===== src/rtl/pc_unit.sv =====
// ---------------------------------------------------------------------------
// pc_unit : program-counter stage for the RV fetch path.
//
// Picks the next fetch PC from, highest priority first: trap vector, branch/jump
// redirect, buffered (pending) redirect, or sequential increment. The PC only
// moves when the stage is running, the hazard unit is not stalling and imem
// accepts the fetch. A trap or redirect that arrives while frozen is parked in
// a one-entry pending buffer. A parked trap is never replaced by a later
// redirect.
//
// Optional feature (macro PC_ALIGN_CHECK_EN):
//   defined   - targets loaded with nonzero low ALIGN_BITS have those bits
//               cleared. misalign pulses for the cycle after such a load.
//   undefined - targets are loaded verbatim and misalign is tied low.
//
// Ports:
//   CLK             in   rising-edge clock
//   reset           in   asynchronous, active-high reset
//   stall           in   hazard unit freezes the PC
//   imem_ready      in   imem accepts the fetch at pc_actual this cycle
//   redirect_valid  in   branch taken / jump resolved this cycle
//   redirect_target in   redirect destination
//   trap            in   exception/interrupt request (one-cycle pulse)
//   trap_vector     in   trap handler address
//   pc_actual       out  current fetch PC (registered)
//   pc_valid        out  pc_actual is a valid fetch request (registered)
//   pc_plus         out  pc_actual + INC, modulo 2^XLEN (link address)
//   misalign        out  target misalignment pulse
// ---------------------------------------------------------------------------
module pc_unit #(
  parameter int unsigned     XLEN         = 32,
  parameter logic [XLEN-1:0] RESET_VECTOR = {XLEN{1'b0}},
  parameter int unsigned     INC          = 4,
  parameter int unsigned     ALIGN_BITS   = 2
) (
  input  logic            CLK,
  input  logic            reset,
  input  logic            stall,
  input  logic            imem_ready,
  input  logic            redirect_valid,
  input  logic [XLEN-1:0] redirect_target,
  input  logic            trap,
  input  logic [XLEN-1:0] trap_vector,
  output logic [XLEN-1:0] pc_actual,
  output logic            pc_valid,
  output logic [XLEN-1:0] pc_plus,
  output logic            misalign
);

  localparam logic [0:0] ST_BOOT = 1'b0;
  localparam logic [0:0] ST_RUN  = 1'b1;

  logic [0:0]      state_r;
  logic [0:0]      state_next_s;
  logic [XLEN-1:0] pc_r;
  logic            pc_valid_r;
  logic [XLEN-1:0] pend_target_r;
  logic            pend_valid_r;
  logic            pend_trap_r;

  logic            adv_s;
  logic            load_s;
  logic [XLEN-1:0] pc_next_s;
  logic [XLEN-1:0] pc_load_s;
  logic [XLEN-1:0] pend_target_next_s;
  logic            pend_valid_next_s;
  logic            pend_trap_next_s;

  // The increment wraps naturally at XLEN bits.
  assign pc_plus   = pc_r + XLEN'(INC);
  assign pc_actual = pc_r;
  assign pc_valid  = pc_valid_r;
  assign adv_s     = (state_r == ST_RUN) && !stall && imem_ready;

  // BOOT lasts exactly one edge after reset; RUN is sticky until reset.
  always_comb begin
    case (state_r)
      ST_BOOT: state_next_s = ST_RUN;
      ST_RUN:  state_next_s = ST_RUN;
      default: state_next_s = ST_RUN;
    endcase
  end

  // Next-PC selection and pending-buffer update.
  always_comb begin
    pc_next_s          = pc_r;
    load_s             = 1'b0;
    pend_target_next_s = pend_target_r;
    pend_valid_next_s  = pend_valid_r;
    pend_trap_next_s   = pend_trap_r;
    if (adv_s) begin
      pend_valid_next_s = 1'b0;
      pend_trap_next_s  = 1'b0;
      if (trap) begin
        pc_next_s = trap_vector;
        load_s    = 1'b1;
      end else if (redirect_valid) begin
        pc_next_s = redirect_target;
        load_s    = 1'b1;
      end else if (pend_valid_r) begin
        pc_next_s = pend_target_r;
        load_s    = 1'b1;
      end else begin
        pc_next_s = pc_plus;
      end
    end else begin
      // Frozen (stall, back-pressure or BOOT): park the request.
      // A parked trap must survive any later redirect.
      if (trap) begin
        pend_target_next_s = trap_vector;
        pend_valid_next_s  = 1'b1;
        pend_trap_next_s   = 1'b1;
      end else if (redirect_valid && !pend_trap_r) begin
        pend_target_next_s = redirect_target;
        pend_valid_next_s  = 1'b1;
      end else begin
        pend_valid_next_s  = pend_valid_r;
      end
    end
  end

`ifdef PC_ALIGN_CHECK_EN
  localparam logic [XLEN-1:0] ONE        = {{(XLEN-1){1'b0}}, 1'b1};
  localparam logic [XLEN-1:0] ALIGN_MASK = ~((ONE << ALIGN_BITS) - ONE);

  function automatic logic [XLEN-1:0] align_clear(input logic [XLEN-1:0] addr);
    return addr & ALIGN_MASK;
  endfunction

  function automatic logic is_misaligned(input logic [XLEN-1:0] addr);
    return |(addr & ~ALIGN_MASK);
  endfunction

  logic misalign_r;
  logic misalign_next_s;

  // Alignment is judged on the value actually loaded, not at capture time.
  always_comb begin
    if (load_s) begin
      pc_load_s       = align_clear(pc_next_s);
      misalign_next_s = is_misaligned(pc_next_s);
    end else begin
      pc_load_s       = pc_next_s;
      misalign_next_s = 1'b0;
    end
  end

  // Misalignment pulse register.
  always_ff @(posedge CLK or posedge reset) begin
    if (reset) begin
      misalign_r <= 1'b0;
    end else begin
      misalign_r <= misalign_next_s;
    end
  end

  assign misalign = misalign_r;
`else
  assign pc_load_s = pc_next_s;
  assign misalign  = 1'b0;
`endif

  // PC, state and pending-buffer registers.
  always_ff @(posedge CLK or posedge reset) begin
    if (reset) begin
      state_r       <= ST_BOOT;
      pc_r          <= RESET_VECTOR;
      pc_valid_r    <= 1'b0;
      pend_target_r <= {XLEN{1'b0}};
      pend_valid_r  <= 1'b0;
      pend_trap_r   <= 1'b0;
    end else begin
      state_r       <= state_next_s;
      pc_r          <= pc_load_s;
      pc_valid_r    <= (state_next_s == ST_RUN);
      pend_target_r <= pend_target_next_s;
      pend_valid_r  <= pend_valid_next_s;
      pend_trap_r   <= pend_trap_next_s;
    end
  end

endmodule


===== config.mk =====
export PLATFORM = sky130hd
export DESIGN_NAME = pc_unit
export DESIGN_NICKNAME = d
export VERILOG_FILES = /design/src/rtl/pc_unit.sv
export SDC_FILE = /design/constraint.sdc
export NUM_CORES = 1
export LEC_CHECK = 0
export ABC_AREA = 0
export ABC_CLOCK_PERIOD_IN_PS = 7100
export CORE_UTILIZATION = 50
export DETAILED_ROUTE_END_ITERATION = 16
export GPL_TIMING_DRIVEN = 0
export PLACE_DENSITY = 0.84
export SETUP_SLACK_MARGIN = 0.2
export SLEW_MARGIN = 10
export SYNTH_ARGS = -nofsm -noshare
export SYNTH_HDL_FRONTEND = slang
export SYNTH_SLANG_ARGS = --single-unit

===== constraint.sdc =====
create_clock -name CLK -period 7.1 [get_ports CLK]
set_clock_uncertainty 0.1 [all_clocks]
set_input_delay 1.775 -clock CLK [delete_from_list [all_inputs] [get_ports CLK]]
set_output_delay 1.775 -clock CLK [all_outputs]
set_load 0.03 [all_outputs]

==> flow_summary.ini <==
[timing]
timing.final.setup_violations = 0
hold_viol_final = 0
post-route-min-period_ns = 5.45
fmaxAchievable_mhz = 184
unrepaired_setup_endpoints_after_global_routing = no
final_max_slew_viol_count = 0
final.period_utilization = 0.767
slew_headroom = 0.410
timing_worst_slew_pin_value_ns = 0.879
timing.setup.tns_ns = 0

[drt]
drcViolationCount = 0
drt-initial-drc-count = 513
wl_per_cell_um = 21.0
ant_nets = 0
route.final.wire_length_mm = 16.0
vias = 4915
via_per_inst = 6.45
drt_first_pass_iters = 7

[floorplanning]
floorplan.core_area_mm2 = 0.00834
standard_cell_rows = 33
die_w_um = 95.5
pin_count = 136
die_height_um = 95.5
initial_utilization = 0.524
floorplan.die_area_mm2 = 0.00912

[synthesis]
yosys.cell_types.count = 64
dominant_combinational_cell_family_by_area_after_synthesis = compound AO/OA/AOI/OAI gates
synth_area_per_cell_um2 = 8.62
post_synth_instance_area_mm2 = 0.00437
synth.mux.area_fraction = 0.0796
syn-instance-count = 507
synth-warning-count = 0
synth-main-ff-cell = sky130_fd_sc_hd__dfrtp_1
synth-adder-area-share = 0.00286
simple_gate_portion_of_the_synthesized_area = 0.199
ys_ff_latch = 67
async_flop_share = 1.00
synth_compound_gate_area_share = 0.231
post_syn_nets = 578
synth-seq-area-share = 0.384
synth-edff-count = 0
synth_xor_xnor_area_share = 0.0521

[pwr]
ir_drop_uv = 139
power.total_mw = 1.46
static-leakage-power_nw = 2.42
power_per_cell_area_mw_per_mm2 = 241

[clock_network]
clkLatencyLatePin_ns = 0.36
number_of_hold_buffers_added_after_cts = 0
cts-buffers-inserted = 9
cts-resized-gates = 0
cts_sinks = 67
cts_buffer_depth = 2
cts_setup_buffers = 0
cts_tree = done
cts_htree_levels = 3
clk_pin_slew_worst_paths_ns = 0.08
clk_root_buffer_cell = sky130_fd_sc_hd__clkbuf_8

[grt]
global_route.overflow_total = 0
overall_global_routing_resource_usage = 0.363
first_pass_grt_wire_length_mm = 24.6
initial_antenna_violation_count = 0
first_global_vias = 4688
pin_count_of_the_biggest_net_entering_global_routing = 55

[setup_path]
rr_worst_depth = 6
worstReg2RegEnd = pc_actual[30]
start_kind = register
critical_path_peak_fanout = 9
critical_path.reg2reg.startpoint = pc_actual[2]
crit_end = pc_plus[26]
cp-end-kind = output pin
worst-endpoint-arrival_ns = 3.57
required_ns = 5.22
setup_slack_on_the_worst_flop_to_flop_path_ns = 4.32
timing.critical_path.from = pc_actual[2]
path_class = register to output pin

[hold_path]
min_delay_worst_type = register to register

[finish]
drive_above_1_share = 0.0685
fill_cells = 644
sequential_cell_area_mm2 = 0.00168
diodes = 0
final_nets = 723
multi_input_area_mm2 = 0.00247
synthToLayoutAreaGrowth_pct = 38.6

[run]
cap_violations = 0

[outcome]
run_status = finished, final reports clean

[placed_design]
io_buffers = 133
place_hpwl_mm = 11.5
globalplace.congestion = 1.01
## layout by cell type, fill, tap and decap left out, types with 10 or more instances in the layout
| cell type | count |
|---|---|
| sky130_fd_sc_hd__a221oi_1 | 10 |
| sky130_fd_sc_hd__a21oi_1 | 20 |
| sky130_fd_sc_hd__clkdlybuf4s50_1 | 133 |
| sky130_fd_sc_hd__nor2_1 | 26 |
| sky130_fd_sc_hd__mux2i_1 | 28 |
| sky130_fd_sc_hd__nor3_1 | 12 |
| sky130_fd_sc_hd__inv_1 | 13 |
| sky130_fd_sc_hd__o21ai_0 | 58 |
| sky130_fd_sc_hd__xnor2_1 | 20 |
| sky130_fd_sc_hd__clkbuf_1 | 23 |
| sky130_fd_sc_hd__nand2_1 | 70 |
| sky130_fd_sc_hd__nand3_1 | 11 |
| sky130_fd_sc_hd__clkbuf_8 | 10 |
| sky130_fd_sc_hd__dfrtp_1 | 67 |
## where the power goes
group          switching, mW  internal, mW
Combinational          0.349         0.261
Sequential            0.0778         0.445
Clock                  0.159         0.170
## cell type report
class,instances,share of cell area
Multi-Input combinational cell,388,0.408
Buffer,37,0.0269
Clock inverter,5,0.00868
Inverter,15,0.00971
Tap cell,105,0.0217
Timing Repair Buffer,134,0.224
Sequential cell,67,0.277
Clock buffer,11,0.0233
## synth_stat cells (4+ instances only)
cell                        n  area, um2
sky130_fd_sc_hd__or3_1      5       31.3
sky130_fd_sc_hd__and2_1     5       31.3
sky130_fd_sc_hd__nor3_1    12       60.1
sky130_fd_sc_hd__a21boi_0   8       60.1
sky130_fd_sc_hd__a31oi_1    8       50.1
sky130_fd_sc_hd__nand2b_1   7       43.8
sky130_fd_sc_hd__nand3_1   11       55.1
sky130_fd_sc_hd__mux2i_1   28        280
sky130_fd_sc_hd__nand4_1    6       37.5
sky130_fd_sc_hd__and4_1     6       52.6
sky130_fd_sc_hd__dfrtp_1   67       1680
sky130_fd_sc_hd__o22ai_1    9       56.3
sky130_fd_sc_hd__o311ai_0   6       52.6
sky130_fd_sc_hd__xor2_1     6       52.6
sky130_fd_sc_hd__xnor2_1   20        175
sky130_fd_sc_hd__clkbuf_1  22       82.6
sky130_fd_sc_hd__mux2_2     6       67.6
sky130_fd_sc_hd__inv_1     14       52.6
sky130_fd_sc_hd__and3_1     4       25.0
sky130_fd_sc_hd__buf_1      7       26.3
sky130_fd_sc_hd__nor2_1    26       97.6
sky130_fd_sc_hd__a21oi_1   20        100
sky130_fd_sc_hd__a221oi_1  10       87.6
sky130_fd_sc_hd__o21ai_0   58        290
sky130_fd_sc_hd__nand2_1   70        263
## registers in the layout (all words and copies together), names as in the netlist
| name | flops |
|---|---|
| pend_target_r | 32 |
| pend_valid_r | 1 |
| pc_valid | 1 |
| pend_trap_r | 1 |
| pc_actual | 32 |
## layer usage
layer | vias to the layer above | share of wire | routed length, um | global-route usage
li1 | 2151 | - | - | -
met1 | 2371 | 0.38 | 6030 | 0.451
met2 | 338 | 0.48 | 7630 | 0.583
met3 | 55 | 0.11 | 1770 | 0.0981
met4 | 0 | 0.038 | 603 | 0.175
met5 | - | 0 | 0 | 0
## critical path, cell delays in order, from the launching register on
cell                              delay, ns
sky130_fd_sc_hd__dfrtp_1               0.50
sky130_fd_sc_hd__ha_1                  0.27
sky130_fd_sc_hd__and4_1                0.33
sky130_fd_sc_hd__nand3_1               0.43
sky130_fd_sc_hd__nor2_1                0.62
sky130_fd_sc_hd__nand2_1               0.21
sky130_fd_sc_hd__xnor2_1               0.18
sky130_fd_sc_hd__clkdlybuf4s50_1       0.69
## worst min path at each step
stage | start | to | slack (ns) | cells past startpoint
after global routing | pend_target_r[6] | pend_target_r[6] | 0.42 | 2
after floorplan | pend_target_r[19] | pend_target_r[19] | 0.34 | 2
after detailed placement | pend_target_r[19] | pend_target_r[19] | 0.37 | 2
final | pend_target_r[1] | pend_target_r[1] | 0.39 | 2
after global placement | pend_target_r[28] | pend_target_r[28] | 0.36 | 2
after CTS | pend_target_r[6] | pend_target_r[6] | 0.39 | 2
## per-stage QoR
stage	util	hold WS [ns]	std cells	instance area [um2]	setup slack [ns]
after floorplan	-	0.341	507	4370	2.91
after detailed placement	0.703	0.370	746	5860	2.15
after global routing	0.726	0.417	762	6060	1.58
after CTS	0.726	0.388	762	6060	1.76
after global placement	0.699	0.359	745	5830	2.20
final	0.726	0.387	762	6060	1.65
## cells by family after synthesis
logic type | after synthesis
buffers and inverters | 52
flip-flops | 67
AO/OA/AOI/OAI | 155
AND/OR/NAND/NOR | 170
XOR/XNOR | 26
adder cells (fa/ha/maj) | 1
multiplexers | 34
other | 2
(Power assumes the default switching activity.)
